$ cat src/rtl/param_register_file.sv
// Parametrised register file: two prioritised write ports, two combinational read ports,
// optional write-to-read bypass, optional hardwired-zero R0 and a per-register busy scoreboard.
module param_register_file #(
    parameter int DATA_W   = 16,
    parameter int ADDR_W   = 3,
    parameter int BYPASS   = 1,
    parameter int ZERO_REG = 0
) (
    input  logic                   In_clock,
    input  logic                   In_reset,
    input  logic [ADDR_W-1:0]      In_RF_Read_addr1,
    input  logic [ADDR_W-1:0]      In_RF_Read_addr2,
    output logic [DATA_W-1:0]      Out_RF_Read_data1,
    output logic [DATA_W-1:0]      Out_RF_Read_data2,
    output logic                   Out_RF_Read_busy1,
    output logic                   Out_RF_Read_busy2,
    input  logic [ADDR_W-1:0]      In_RF_Write_addr1,
    input  logic [DATA_W-1:0]      In_RF_Write_data1,
    input  logic                   In_RF_Write_en_1,
    input  logic [ADDR_W-1:0]      In_RF_Write_addr2,
    input  logic [DATA_W-1:0]      In_RF_Write_data2,
    input  logic                   In_RF_Write_en_2,
    input  logic [ADDR_W-1:0]      In_RF_Reserve_addr,
    input  logic                   In_RF_Reserve_en,
    output logic [(2**ADDR_W)-1:0] Out_RF_Busy_vec
);

    localparam int DEPTH = 2 ** ADDR_W;

    logic [DATA_W-1:0] regs    [DEPTH];
    logic [DATA_W-1:0] wr_data [DEPTH];
    logic [DEPTH-1:0]  wr_en;
    logic [DEPTH-1:0]  hit1;
    logic [DEPTH-1:0]  hit2;
    logic [DEPTH-1:0]  busy_q;
    logic [DEPTH-1:0]  busy_d;

    // Port 1 beats port 2 on an address clash; a reservation beats a retiring write.
    always_comb begin
        for (int i = 0; i < DEPTH; i++) begin
            hit1[i]    = In_RF_Write_en_1 && (In_RF_Write_addr1 == i[ADDR_W-1:0]);
            hit2[i]    = In_RF_Write_en_2 && (In_RF_Write_addr2 == i[ADDR_W-1:0]);
            wr_en[i]   = hit1[i] || hit2[i];
            wr_data[i] = hit1[i] ? In_RF_Write_data1 : In_RF_Write_data2;
            busy_d[i]  = busy_q[i];
            if (In_RF_Reserve_en && (In_RF_Reserve_addr == i[ADDR_W-1:0])) begin
                busy_d[i] = 1'b1;
            end else if (wr_en[i]) begin
                busy_d[i] = 1'b0;
            end
            if ((ZERO_REG != 0) && (i == 0)) begin
                wr_en[i]  = 1'b0;
                busy_d[i] = 1'b0;
            end
        end
    end

    always_ff @(posedge In_clock or negedge In_reset) begin
        if (!In_reset) begin
            for (int i = 0; i < DEPTH; i++) begin
                regs[i] <= '0;
            end
            busy_q <= '0;
        end else begin
            for (int i = 0; i < DEPTH; i++) begin
                if (wr_en[i]) begin
                    regs[i] <= wr_data[i];
                end
            end
            busy_q <= busy_d;
        end
    end

    function automatic logic [DATA_W-1:0] read_mux(input logic [ADDR_W-1:0] addr,
                                                    input logic [DATA_W-1:0] stored);
        logic [DATA_W-1:0] val;
        val = stored;
        if (BYPASS != 0) begin
            if (In_RF_Write_en_1 && (In_RF_Write_addr1 == addr)) begin
                val = In_RF_Write_data1;
            end else if (In_RF_Write_en_2 && (In_RF_Write_addr2 == addr)) begin
                val = In_RF_Write_data2;
            end
        end
        if ((ZERO_REG != 0) && (addr == '0)) begin
            val = '0;
        end
        return val;
    endfunction

    // Busy is the registered bit only; a write in flight does not clear it early.
    always_comb begin
        Out_RF_Read_data1 = read_mux(In_RF_Read_addr1, regs[In_RF_Read_addr1]);
        Out_RF_Read_data2 = read_mux(In_RF_Read_addr2, regs[In_RF_Read_addr2]);
        Out_RF_Read_busy1 = busy_q[In_RF_Read_addr1];
        Out_RF_Read_busy2 = busy_q[In_RF_Read_addr2];
        Out_RF_Busy_vec   = busy_q;
    end

endmodule
$ cat config.mk
export PLATFORM = sky130hd
export DESIGN_NAME = param_register_file
export DESIGN_NICKNAME = d
export VERILOG_FILES = /design/src/rtl/param_register_file.sv
export SDC_FILE = /design/constraint.sdc
export NUM_CORES = 1
export LEC_CHECK = 0
export ABC_AREA = 1
export BUFFER_PORTS_ARGS = -buffer_cell sky130_fd_sc_hd__buf_2
export CAP_MARGIN = 20
export CELL_PAD_IN_SITES_DETAIL_PLACEMENT = 1
export CELL_PAD_IN_SITES_GLOBAL_PLACEMENT = 1
export CORE_MARGIN = 2
export CORE_UTILIZATION = 43
export CTS_BUF_LIST = sky130_fd_sc_hd__clkbuf_8 sky130_fd_sc_hd__clkbuf_16
export CTS_CLUSTER_SIZE = 12
export DETAILED_ROUTE_END_ITERATION = 8
export PLACE_DENSITY_LB_ADDON = 0.1
export SLEW_MARGIN = 20
export SYNTH_ARGS = -nofsm -noshare
export SYNTH_HDL_FRONTEND = slang
export SYNTH_SLANG_ARGS = --single-unit
$ cat constraint.sdc
create_clock -name In_clock -period 1.76 [get_ports In_clock]
set_clock_uncertainty 0.2 [all_clocks]
set_input_delay 0.264 -clock In_clock [delete_from_list [all_inputs] [get_ports In_clock]]
set_output_delay 0.264 -clock In_clock [all_outputs]
set_load 0.03 [all_outputs]
Yosys cells after proc, flatten, opt, wreduce, memory -nomap -nowiden

Index checks and enable logic that the tools add are counted.
W data, S select, Z words.

Magnitude comparators: 4
Eq/ne operators: 25
Reductions and logical operators: 47
Bitwise gates (word level): 2
Mux-type cells: 38

Operators by type and width:

| operator             | count |
|---|---|
| $mux W16             | 16 |
| $bmux W16 S3         | 2 |
| $eq A3 B3 Y1 const B | 12 |
| $logic_and A1 B1 Y1  | 28 |
| $eq A3 B2 Y1 const B | 6 |
| $mux W1              | 18 |
| $reduce_bool A2 Y1   | 8 |
| $eq A3 B3 Y1         | 4 |
| $eq A3 B1 Y1 const B | 3 |
| $logic_not A3 Y1     | 3 |
| $ge A4 B4 Y1 const B | 2 |
| $logic_or A1 B1 Y1   | 8 |
| $lt A3 B4 Y1 const B | 2 |
| $not A3 Y4           | 2 |
| $bmux W1 S3          | 2 |

Output and inout port bits: 42
Flip-flop bits (word level): 136
Input port bits: 52
Word-level logic and storage cells: 132

Depth between registers and ports, before layout

Depth in word-level cells: 6
Gate-level depth with buffers: 10
Gate-level depth less buffers: 8

Worst setup path after synthesis

OpenSTA, ideal clock, no wires.

Kind: input -> output
Start point: in In_RF_Read_addr2[0]
End point: out Out_RF_Read_data2[1]
Data arrival time: 1.675 ns
Stages on the path: 10
Buffers on the path: 3
Data required time: 1.296 ns
Slack: -0.379 ns
Path through: buf_4 inv_4 buf_4 buf_4 nand2_1 nand3_1 nand3_1 nand2_1 nor2_1 o21ai_0

Word-level cells in the longest chain between the ends: 6
Elaborated cells on any way between the ends: 10
Classes of those cells: eq/ne (2); mux (5); bitwise (1); reduce/logical (2)

Ends and longest elaborated chain:

| element                                      | RTL line | text |
|---|---|---|
| start: declaration                           | 12       | `input logic [ADDR_W-1:0] In_RF_Read_addr2,` |
| $not A3 Y4 (implied by the code)             | 94       | `Out_RF_Read_data2 = read_mux(In_RF_Read_addr2, regs[In_RF_Read_addr2]);` |
| $bmux W16 S3                                 | 94       |  |
| $mux W16 (implied by the code) (2 in series) | 94       |  |
| $mux W16                                     | 81       | `end else if (In_RF_Write_en_2 && (In_RF_Write_addr2 == addr)) begin` |
| $mux W16 (*)                                 | 79       | `if (In_RF_Write_en_1 && (In_RF_Write_addr1 == addr)) begin` |
| end: declaration                             | 14       | `output logic [DATA_W-1:0] Out_RF_Read_data2,` |

Every way passes the cells marked *; elsewhere a longest branch is shown, timed or not. The select of a mux whose other input is x is not followed.

Worst setup path in the final report

Start point: reg regs[90] (netlist bit)
End point: out Out_RF_Read_data1[10]

Word-level cells in the longest chain between the ends: 5

Ends and longest elaborated chain:

| element                                      | RTL line | text |
|---|---|---|
| start: declaration                           | 30       | `logic [DATA_W-1:0] regs [DEPTH];` |
| start signal: indexed assignment             | 67       | `regs[i] <= wr_data[i];` |
| $bmux W16 S3                                 | 93       | `Out_RF_Read_data1 = read_mux(In_RF_Read_addr1, regs[In_RF_Read_addr1]);` |
| $mux W16 (implied by the code) (2 in series) | 93       |  |
| $mux W16                                     | 81       |  |
| $mux W16                                     | 79       |  |
| end: declaration                             | 13       | `output logic [DATA_W-1:0] Out_RF_Read_data1,` |

Every way passes these cells. The select of a mux whose other input is x is not followed.

==> run summary <==
Outcome: finished, violations left
Failing checks: setup timing
Worst-skew pair later-pin latency: 0.43 ns
Crit. End Element: primary output
Detail Route Antenna Nets: 0
Crit share post-route: 123%
Grt met1 use: 58.1%
Commonest cells in the netlist: nand2_1 (459), o21ai_0 (255), nand3_1 (248)
P_leak: 0.00687 µW
Average cell area after synthesis: 6.32 µm²
Routed WL: 56.8 mm
Sequential share of power: 32.8%
Ys async rst share: 100%
CTS tree: built
Final hold violations: 0
I/O pin count: 94
Synthesized Nets: 1,624
Core outline area: 0.0226 mm²
Post-synth EDFFs: 0
WP data arrival: 1.70 ns
Clk root buf: clkbuf_16
Maximum clock frequency: 462 MHz
Worst-path fanout max: 3
# DRC: 0
Power share of the combinational group: 37.8%
Cell variety after synth: 29
Top-area cell type share of the netlist area: 34.2%
Starting Density: 43.9%
Hold WC Path Type: in2reg
Port bufs: 93
Final non-filler cell total: 2,051
Cell Int Power: 7760 µW
Htree depth: 4
Met2 Usage GRT: 67.8%
Startpoint Class: flip-flop
Remaining Overflow, GRT: 0
CTS sink count: 136
Final worst slack: -0.403 ns
Die height: 156 µm
Wirelength per Cell: 27.7 µm
Final Total Pwr: 13,100 µW
First drt pass iteration count: 6
Setup Crit Path Kind: reg2out
Sum Neg Setup Slack: -9.43 ns
Placed wire-length estimate after detailed placement: 34.0 mm
CTS Buffer Depth: 2
First DRT Iteration DRCs: 1,778
CTS Buf Count: 17
GRT Max-Usage Layer: met2
Count leader, synth: nand2_1
Final-layout fill cell count: 2,889
Gpl congestion: 0.935
Max Cap Violations: 0
Dpl ws: -0.332 ns
Sw frac: 40.5%
Synth Flop Type: dfrtp_1
Mapped Cells: 1,572
Via density: 6.64
Top post-synthesis cells by area: dfrtp_1 (34%), nand2_1 (17%), o21ai_0 (13%)
Period minus WS final: 2.16 ns
Die ar.: 0.0243 mm²
Clock group share of total power: 29.4%
Placed cell count: 1,978
Final nets: 1,804
Vias in the first global route: 13,700
Final setup viols: 34
RSZ-0062 raised after global routing: yes
Core Rows: 55
Gr usage total: 44.5%
Clock transition at the registers of the reported paths: 0.07 ns
Seq/Total Area, Yosys: 34.2%
Layout cells sized above 1: 31.5%
Yosys warns: 0
CP Data Required Time: 1.30 ns
Yosys reg bits: 136
Initial antenna violation count: 4
Slew @ Worst Pin: 0.501 ns
Slew HR: 66.6%
NetSw: 5290 µW
Worst IR Drop VDD: 0.551 mV
P per Cell Area: 948 mW/mm²
Layout area overhead: 38.5%
Largest net degree at the start of global routing: 42
Met3 Use GR: 9.19%
Die X: 156 µm
Slew Limit Fails: 0
Yosys top cell by area: dfrtp_1
First-pass GRT wire length: 81.2 mm
Via count: 13,600
Cell Area, Synth: 0.00994 mm²
==> layout make-up <==
type                       instances  area (µm²)  share of cell area (%)
antenna                            2        5.00                  0.0364
clock buffer                      18         439                    3.19
clock inverter                    13         158                    1.15
inverter                         160         613                    4.45
multi-input combinational       1162        6280                    45.6
sequential                       136        3400                    24.7
tap                              285         357                    2.59
timing repair buffer             275        2520                    18.3
==> path summary, 6_finish.rpt <==
kind	slack [ns]	cells after the start	end	start
max reg2reg	0.53	4	regs[58]	regs[58]
max	-0.40	7	Out_RF_Read_data1[10]	regs[90]
min	0.02	3	regs[52]	In_RF_Write_data2[4]
max in group asynchronous	0.75	3	regs[31]	In_reset
min reg2reg	0.32	2	regs[85]	regs[85]
min in group asynchronous	0.07	2	regs[102]	In_reset
==> power by group through the flow <==
| stage | Clock (µW) | Sequential (µW) | Combinational [µW] |
|---|---|---|---|
| 2_1_floorplan | 0 | 4200 | 2420 |
| 3_3_place_gp | 0 | 4220 | 3710 |
| 3_5_place_dp | 0 | 4250 | 3830 |
| 4_1_cts | 3810 | 4210 | 4380 |
| 5_1_grt | 3970 | 4330 | 5210 |
| 6_report | 3840 | 4290 | 4930 |
==> stage by stage <==
stage	area (µm²)	hold WS (ns)	utilization (%)
floorplan	10200	-0.232	-
global placement	11700	-0.0348	51.8
detailed placement	11700	-0.0354	51.8
CTS	13300	0.00525	58.6
global route	13800	0.0208	60.8
finish	13800	0.0179	60.8
==> flip-flops by register name (all words and copies together), names as in the netlist <==
name	cells
Out_RF_Busy_vec	8
regs	128
==> cell families (layout without fill, tap and decap cells) <==
group | Yosys count | in the layout | share of synthesized area [%]
AND/OR/NAND/NOR | 804 | 804 | 34.1
AO/OA/AOI/OAI | 357 | 357 | 19.6
buffers and inverters | 274 | 466 | 11.9
flip-flops | 136 | 136 | 34.2
XOR/XNOR | 1 | 1 | 0.0881
other | 0 | 2 | 0
==> layout by cell type (no fill, tap or decap), types with 2 or more instances in the layout <==
cell type        n
o21ai_0        246
o22ai_1         26
a21oi_2          6
dfrtp_1        136
nand2_4          2
nand3_2         93
inv_2           36
inv_6            7
a21oi_4         12
a22o_1           2
nand2_2         46
nor2_2          27
nand3_1        150
o21ai_2         21
o221ai_1        18
a21oi_1          2
inv_4            3
dlygate4sd3_1   12
buf_12          25
inv_1          120
diode_2          2
buf_8            2
buf_4          138
nand2_1        416
o21ai_1         20
clkbuf_16       17
nor2_1          56
buf_6           50
bufinv_16        2
nand3_4          5
clkinv_4         3
nor2_4           8
buf_2           47
==> metal layers <==
| metal | wire length, µm | vias up |
|---|---|---|
| li1 | - | 5517 |
| met1 | 20200 | 6485 |
| met2 | 24500 | 1219 |
| met3 | 7780 | 391 |
| met4 | 4320 | 0 |
| met5 | 0 | - |
==> worst max-delay path: stages, from the launching register on <==
cell,delay (ns)
dfrtp_1,0.43
nand2_1,0.13
nand3_1,0.09
nand3_1,0.12
nand2_2,0.15
nor2_2,0.06
o21ai_2,0.13
buf_6,0.15
==> timing repair <==
item | in CTS | in global routing
hold buffers | 12 | 0
setup endpoints to repair | 34 | 34
setup buffers | 13 | 13
pin swaps | 88 | 90
gates cloned | 2 | 0
resized for setup | 198 | 116
endpoints found under the hold margin | 151 | 0
Power figures use the tool's default switching activity.
